### src/rtl/cpu_pkg.sv
// Shared fetch-stage definitions: FSM states, instruction size and reset vector.
// FETCH_MISALIGN_TRAP_EN adds the TRAP state used by misaligned-redirect trapping.
package cpu_pkg;

  localparam logic [31:0] INSTR_BYTES      = 32'd4;
  localparam logic [31:0] RESET_PC_DEFAULT = 32'h0000_0000;

  typedef enum logic [1:0] {
    IDLE  = 2'd0,
    REQ   = 2'd1,
`ifdef FETCH_MISALIGN_TRAP_EN
    STALL = 2'd2,
    TRAP  = 2'd3
`else
    STALL = 2'd2
`endif
  } fetchState_t;

endpackage

### src/rtl/fetch_unit_if.sv
// Instruction-memory read bus between the fetch unit (master) and memory (slave).
interface fetch_unit_if;
  logic        imem_req;
  logic [31:0] imem_addr;
  logic        imem_ack;
  logic [31:0] imem_rdata;

  modport master (output imem_req, imem_addr, input imem_ack, imem_rdata);
  modport slave  (input imem_req, imem_addr, output imem_ack, imem_rdata);
endinterface

### src/rtl/twoToOneMux_32.sv
// 32-bit two-input multiplexer; sel=1 picks b.
module twoToOneMux_32 (
  input  logic        sel,
  input  logic [31:0] a,
  input  logic [31:0] b,
  output logic [31:0] y
);
  assign y = sel ? b : a;
endmodule

### src/rtl/fetch_unit.sv
// Instruction fetch stage: sequential/redirected PC, imem handshake, registered IF outputs.
// Define FETCH_MISALIGN_TRAP_EN to add the misalign_trap output and TRAP state.
module fetch_unit import cpu_pkg::*; #(
  parameter logic [31:0] RESET_PC = RESET_PC_DEFAULT
) (
  input  logic          clk,
  input  logic          rst,
  input  logic [31:0]   next_pc,
  input  logic          redirect,
  input  logic          stall,
  fetch_unit_if.master  imem,
  output logic [31:0]   if_instr,
  output logic [31:0]   if_pc,
  output logic          if_valid
`ifdef FETCH_MISALIGN_TRAP_EN
  ,
  output logic          misalign_trap
`endif
);

  fetchState_t state;
  logic [31:0] fetchPc;
  logic [31:0] seqPc;
  logic [31:0] redirectPc;
  logic [31:0] pcNext;

  assign seqPc = fetchPc + INSTR_BYTES;

`ifdef FETCH_MISALIGN_TRAP_EN
  logic misaligned;
  assign misaligned = |next_pc[1:0];
  assign redirectPc = next_pc;
`else
  assign redirectPc = next_pc & ~32'h3;
`endif

  twoToOneMux_32 pcMux (
    .sel (redirect),
    .a   (seqPc),
    .b   (redirectPc),
    .y   (pcNext)
  );

  assign imem.imem_addr = fetchPc;
  // A held valid word under stall blocks the request so no ack can overwrite it.
  assign imem.imem_req  = !rst && (state == REQ) && !(if_valid && stall);

  always_ff @(posedge clk) begin
    if (rst) begin
      state    <= IDLE;
      fetchPc  <= RESET_PC;
      if_instr <= '0;
      if_pc    <= RESET_PC;
      if_valid <= 1'b0;
`ifdef FETCH_MISALIGN_TRAP_EN
      misalign_trap <= 1'b0;
`endif
    end else begin
`ifdef FETCH_MISALIGN_TRAP_EN
      misalign_trap <= 1'b0;
`endif
      case (state)
        IDLE: state <= REQ;
        REQ, STALL: begin
`ifdef FETCH_MISALIGN_TRAP_EN
          if (redirect && misaligned) begin
            misalign_trap <= 1'b1;
            if_valid      <= 1'b0;
            state         <= TRAP;
          end else
`endif
          if (redirect) begin
            fetchPc  <= pcNext;
            if_valid <= 1'b0;
            state    <= REQ;
          end else if (state == STALL) begin
            if (!stall) state <= REQ;
          end else if (if_valid && stall) begin
            state <= STALL;
          end else if (imem.imem_ack) begin
            if_instr <= imem.imem_rdata;
            if_pc    <= fetchPc;
            if_valid <= 1'b1;
            fetchPc  <= pcNext;
          end else if (!stall) begin
            if_valid <= 1'b0;
          end
        end
`ifdef FETCH_MISALIGN_TRAP_EN
        TRAP: state <= TRAP;
`endif
        default: state <= IDLE;
      endcase
    end
  end

endmodule

### src/flat_wrapper.sv
// flat-port wrapper written by rule: the top's interface ports become plain ports
module fetch_unit_flat import cpu_pkg::*;
#(
  parameter logic [31:0] RESET_PC = RESET_PC_DEFAULT
)
  (clk, rst, next_pc, redirect, stall, if_instr, if_pc, if_valid, imem_imem_req, imem_imem_addr, imem_imem_ack, imem_imem_rdata);
  fetch_unit_if imem_i ();
  input  logic clk;
  input  logic rst;
  input  logic [31:0] next_pc;
  input  logic redirect;
  input  logic stall;
  output logic [31:0] if_instr;
  output logic [31:0] if_pc;
  output logic if_valid;
  output wire logic [$bits(imem_i.imem_req)-1:0] imem_imem_req;
  output wire logic [$bits(imem_i.imem_addr)-1:0] imem_imem_addr;
  input wire logic [$bits(imem_i.imem_ack)-1:0] imem_imem_ack;
  input wire logic [$bits(imem_i.imem_rdata)-1:0] imem_imem_rdata;
  assign imem_imem_req = imem_i.imem_req;
  assign imem_imem_addr = imem_i.imem_addr;
  assign imem_i.imem_ack = imem_imem_ack;
  assign imem_i.imem_rdata = imem_imem_rdata;
  fetch_unit #(.RESET_PC(RESET_PC)) u_core (.clk(clk), .rst(rst), .next_pc(next_pc), .redirect(redirect), .stall(stall), .imem(imem_i), .if_instr(if_instr), .if_pc(if_pc), .if_valid(if_valid));
endmodule
### config.mk
export PLATFORM = sky130hd
export DESIGN_NAME = fetch_unit_flat
export DESIGN_NICKNAME = d
export VERILOG_FILES = /design/src/rtl/cpu_pkg.sv /design/src/rtl/fetch_unit_if.sv /design/src/rtl/twoToOneMux_32.sv /design/src/rtl/fetch_unit.sv /design/src/flat_wrapper.sv
export SDC_FILE = /design/constraint.sdc
export NUM_CORES = 1
export LEC_CHECK = 0
export ABC_AREA = 1
export CAP_MARGIN = 25
export CORE_UTILIZATION = 60
export DETAILED_ROUTE_END_ITERATION = 8
export DONT_BUFFER_PORTS = 1
export GPL_TIMING_DRIVEN = 0
export PLACE_DENSITY_LB_ADDON = 0.2
export SLEW_MARGIN = 40
export SYNTH_ARGS = -nofsm -noshare
export SYNTH_HDL_FRONTEND = slang
export SYNTH_SLANG_ARGS = --single-unit
### constraint.sdc
create_clock -name clk -period 4.7 [get_ports clk]
set_clock_uncertainty 0.1 [all_clocks]
set_input_delay 0.235 -clock clk [delete_from_list [all_inputs] [get_ports clk]]
set_output_delay 0.235 -clock clk [all_outputs]
set_load 0.005 [all_outputs]
# Yosys cells after proc, flatten, opt, wreduce, memory -nomap -nowiden
# Cells that the tools add are included.
[totals]
register_bits = 99
in_bits = 69
output_inout_bits = 98
word_cells = 43
[classes]
add_sub_neg = 1
n_eq_ne = 7
mux = 15
bitwise = 3
reduce_logical = 12
[op_table]
columns = ["op", "n"]
rows = [
  ["32-bit two-way mux", 5],
  ["32-bit by 3-bit adder with 32-bit output (second input constant)", 1],
  ["2-bit two-way mux", 4],
  ["4-bit AND reduction", 2],
  ["1-bit two-way mux", 5],
  ["5-bit AND reduction", 1],
  ["2-bit inequality test (second input constant)", 2],
  ["4-bit by 2-bit inequality test with 1-bit output (second input constant)", 1],
  ["4-bit inequality test (second input constant)", 1],
  ["2-bit one-hot mux with 2 select lines", 1],
  ["1-bit logical AND", 3],
  ["3-bit by 2-bit inequality test with 1-bit output (second input constant)", 1],
  ["1-bit NOT", 3],
  ["2-bit by 1-bit == test with 1-bit output (second input constant)", 1],
  ["2-bit == test (second input constant)", 1],
  ["1-bit logical NOT", 2],
  ["2-bit logical NOT", 1],
  ["2-bit AND reduction", 1],
  ["2-bit nonzero test", 1],
  ["2-bit OR reduction", 1],
]

# Depth between registers and ports, before layout
[logic_depth]
depth_word = 6
ltp_mapped = 12
ltp_nobuf = 11

# By module
# Synthesis repeated with hierarchy kept, for this count alone.
[unflattened]
cells_unflattened = 736
hier_area_um2 = 4931.0
[modules_own_cells]
columns = ["mod", "n_inst", "cells_per_inst", "area_per_inst_um2", "seq_area_each_um2"]
rows = [
  ["fetch_unit", 1, 632, 4439.3, 1981.9],
  ["twoToOneMux_32", 1, 104, 491.7, 0.0],
]

# Worst setup path before layout
# Ideal clock, no wire load.
[synth_path]
path_kind = "register to register"
startpoint = "reg u_core.state[1]"
endpoint = "reg u_core.if_pc[26]"
setup_ns = 0.132
arrival_ns = 1.634
required_time_ns = 4.468
setup_slack_ns = 2.834
stages_incl_launch_ff = 9
n_path_buf = 1
period_less_slack_ns = 1.866
path_cell_list = "dfxtp_1 inv_1 ha_1 inv_1 nor3_4 nand2_4 buf_6 nand2_1 a21oi_1"
[synth_via]
elab_chain_len = 3
word_cells_on_any_way = 5
cone_classes = "eq/ne: 2; bitwise: 1; reduce/logical: 2"
[synth_lines]
columns = ["item", "line", "source"]
rows = [
  ["from (decl)", "fetch_unit.sv:21", "fetchState_t state;"],
  ["from (signal assigned)", "fetch_unit.sv:50", "state <= IDLE;"],
  ["from (signal assigned)", "fetch_unit.sv:63", "IDLE: state <= REQ;"],
  ["from (signal assigned)", "fetch_unit.sv:75", "state <= REQ;"],
  ["2-bit == test / 2-bit by 1-bit == test with 1-bit output (equally long branches)", "fetch_unit.sv:62, fetch_unit.sv:76", ""],
  ["2-bit OR reduction / 1-bit NOT (equally long branches)", "n/a", ""],
  ["5-bit AND reduction (no source line) (*)", "n/a", ""],
  ["to (signal assigned)", "fetch_unit.sv:82", "if_pc <= fetchPc;"],
  ["to (decl)", "fetch_unit.sv:13", "output logic [31:0] if_pc,"],
]
# Mark *: on every way between the ends. The rest lies on a longest branch, timed or not.
# A chain may end at the register's enable or synchronous reset.

# Worst setup path in the final report
[layout_path]
startpoint = "reg u_core.state[1]"
endpoint = "reg u_core.if_instr[5]"
[layout_via]
elab_chain_len = 3
word_cells_on_any_way = 5
cone_classes = "eq/ne: 2; bitwise: 1; reduce/logical: 2"
[layout_lines]
columns = ["item", "line", "source"]
rows = [
  ["2-bit == test / 2-bit by 1-bit == test with 1-bit output (equally long branches)", "fetch_unit.sv:62, fetch_unit.sv:76", ""],
  ["2-bit OR reduction / 1-bit NOT (equally long branches)", "n/a", ""],
  ["5-bit AND reduction (no source line) (*)", "n/a", ""],
  ["to (signal assigned)", "fetch_unit.sv:81", "if_instr <= imem.imem_rdata;"],
  ["to (decl)", "fetch_unit.sv:12", "output logic [31:0] if_instr,"],
]
# Marks and branches as above.

==> metrics.md <==
| Metric | Value |
|---|---|
| Run status | finished, final reports clean |
| Via density | a little under 6 |
| CTS Sinks | 95 |
| Final min period | 2.34 ns |
| Slew @ Worst Pin | around 0.67 ns |
| Placer Congestion | 0.939 |
| Initial DRC count | around 480 |
| CTS tree | yes |
| Placed Instance Area | a little under 5000 um2 |
| Hold_buf cts | 35 |
| Non-filler cells, final | ~860 |
| Final #Nets | just over 800 |
| Initial antenna violation count | 0 |
| Library cells used by synthesis | 27 |
| Layout cells sized above 1 | 0.0687 |
| First-pass GRT wire length | about 24000 um |
| Num CTS Buffers | 9 |
| Hold Slack | approximately 0.016 ns |
| Min-delay worst type | primary input to flip-flop |
| Final WS setup | 2.36 ns |
| Core footprint | between 7000 and 8000 um2 |
| R2r setup slk | 2.36 ns |
| TNS Setup | 0 ns |
| CP Capture Type | flip-flop |
| Slew Viols, Final | 0 |
| Post-CTS sizing | 0 |
| Final instance area | approximately 5400 um2 |
| Clock power frac | 0.201 |
| Routed Wire Length | 14800 um |
| Total setup buffers inserted after CTS | 0 |
| Dpl ws | about 2.4 ns |
| Pwr dens | roughly 470 nW/um2 |
| RSZ-0062 raised after global routing | no |
| Sw frac | 0.424 |
| Final setup fails | 0 |
| Clk slew on worst S/H paths | ~0.10 ns |
| DIE HEIGHT | 90.7 um |
| Clock buffer depth | 2 |
| Footprint of the multi-input gates | 2390 um2 |
| Reg area | 1900 um2 |
| Fillers | 614 |
| Fmax | roughly 430 MHz |
| Share of flip-flops with an asynchronous set or reset | 0 |
| Die width | between 90 and 100 um |
| Internal power | approximately 1.5 mW |
| Worst vdd ir | roughly 0.28 mV |
| Starting Density | 0.634 |
| Core Util, Final | 0.724 |
| H-tree depth | 3 |
| CP Max Fanout | 10 |
| Area grow syn2layout | 14.2% |
| Final HPWL DP | 10100 um |
| Synth area leader | dfxtp_1 |
| Fin crit share | 0.498 |
| Synth top area share | 0.403 |
| GRT Util Overall | 0.360 |
| Largest net degree at the start of global routing | 18 |
| Max-cap violations | 0 |
| Post-synthesis instance area | 4720 um2 |
| Row count | 31 |
| Combinational power share | 0.357 |
| Seq pwr share | 0.442 |
| Vias in the first global route | roughly 4700 |
| Final ANT Viol Nets | 0 |
| Slew headroom | 0.550 |
| WL per Instance | around 17 um |
| Post-Synthesis Cells | between 700 and 800 |
| Startpoint Class | flip-flop |
| # DRC | 0 |
| Pwr Total | ~2.6 mW |
| Port bufs | 0 |
| Largest cells by area after synthesis | dfxtp_1, nand2_1, a21oi_1, nand3_1, nor2_1 |
| Ys flop type | dfxtp_1 |
| Syn avg cell area | approximately 6.7 um2 |
| #FFs+latches synth | 95 |
| Critical path class | flip-flop to flip-flop |
| Critical path data arrival time | ~2.5 ns |
| Post-synth EDFFs | 0 |
| Cell Count Post-Placement | between 800 and 900 |
| Psw | approximately 1.1 mW |
| First-pass DRT Iterations | 6 |
| Yosys Warn Count | 0 |
| Sequential share of the synthesized area | 0.403 |
| Required @ worst endpoint | around 5 ns |
| Pleak | 1.84 nW |
| Top Ports | 167 |
| Clk_lat worst skew | roughly 0.38 ns |
| CTS root buffer | clkbuf_8 |
| Die Area | approximately 8000 um2 |
| Via count | 5022 |
| Remaining Overflow, GRT | 0 |
| Final Hold Viols | 0 |
[worst max-delay path: stages, from the launching register on]
cell and delay (ns):
dfxtp_1 0.40, inv_1 0.10, ha_1 0.30, inv_1 0.10, nor3_4 0.58, nand2_4 0.26, buf_6 0.22, nand2_1 0.09
a21oi_1 0.07
[registers in the layout (all words and copies together), names as in the netlist]
register,flops
u_core.state,2
u_core.imem.imem_addr,30
u_core.if_instr,32
u_core.if_valid,1
u_core.if_pc,30
[power groups by stage]
| stage | registers (mW) | clock network [mW] | logic [mW] |
|---|---|---|---|
| final | 1.13 | 0.513 | 0.914 |
| after global routing | 1.15 | 0.545 | 1.00 |
| after CTS | 1.12 | 0.516 | 0.888 |
| after detailed placement | 1.14 | 0 | 0.861 |
| after global placement | 1.14 | 0 | 0.829 |
| after floorplan | 1.08 | 0 | 0.675 |
[cell usage after synthesis (2+ instances only)]
library cell / instances
nand2_1: 211
dfxtp_1: 95
a21oi_1: 94
nand3_1: 90
nor2_1: 72
inv_1: 33
o21ai_0: 26
clkbuf_1: 20
buf_6: 15
buf_2: 7
ha_1: 6
nor3_1: 5
buf_4: 4
o31ai_1: 4
inv_2: 3
nor2_2: 3
a211oi_1: 2
a31oi_1: 2
o21a_1: 2
o21ai_1: 2
[cells in the final DEF (no fill, tap or decap), types with 5 or more instances in the layout]
cell,netlist,final
a21oi_1,94,94
ha_1,6,6
buf_6,15,15
dfxtp_1,95,95
nand2_1,211,211
clkbuf_1,20,21
nand3_1,90,90
clkbuf_8,0,9
buf_2,7,7
o21ai_0,26,26
nor2_1,72,72
inv_1,33,33
dlygate4sd3_1,0,35
nor3_1,5,5
[metal layers]
layer	vias up	part of all wire	GRT usage
li1	2389	-	-
met1	2320	0.41	0.436
met2	281	0.47	0.614
met3	32	0.099	0.0884
met4	0	0.022	0.137
met5	-	0	0
[kinds of logic after synthesis]
kind of cell | share of synthesized area
compound gates | 0.146
other cells | 0.000794
buf+inv | 0.0940
flops | 0.403
simple gates | 0.340
fa+ha+maj | 0.0159
[path summary, 6_finish.rpt]
kind,start,endpoint,cells after the start
worst max-delay path,u_core.state[1]$_SDFFE_PP0P_,u_core.if_instr[5]$_SDFFE_PP0P_,8
worst min-delay path,next_pc[16],u_core.imem.imem_addr[16]$_SDFFE_PP0P_,4
worst max register to register,u_core.state[1]$_SDFFE_PP0P_,u_core.if_instr[5]$_SDFFE_PP0P_,8
worst min register to register,u_core.if_pc[7]$_SDFFE_PP0P_,u_core.if_pc[7]$_SDFFE_PP0P_,2
[cell type report]
type | count | share of cell area
Clock inverter | 6 | 0.00951
Antenna cell | 2 | 0.000928
Inverter | 36 | 0.0251
Tap cell | 99 | 0.0230
Sequential cell | 95 | 0.353
Timing Repair Buffer | 35 | 0.0650
Clock buffer | 10 | 0.0237
Buffer | 46 | 0.0573
Multi-Input combinational cell | 529 | 0.443
(Power assumes the default switching activity.)
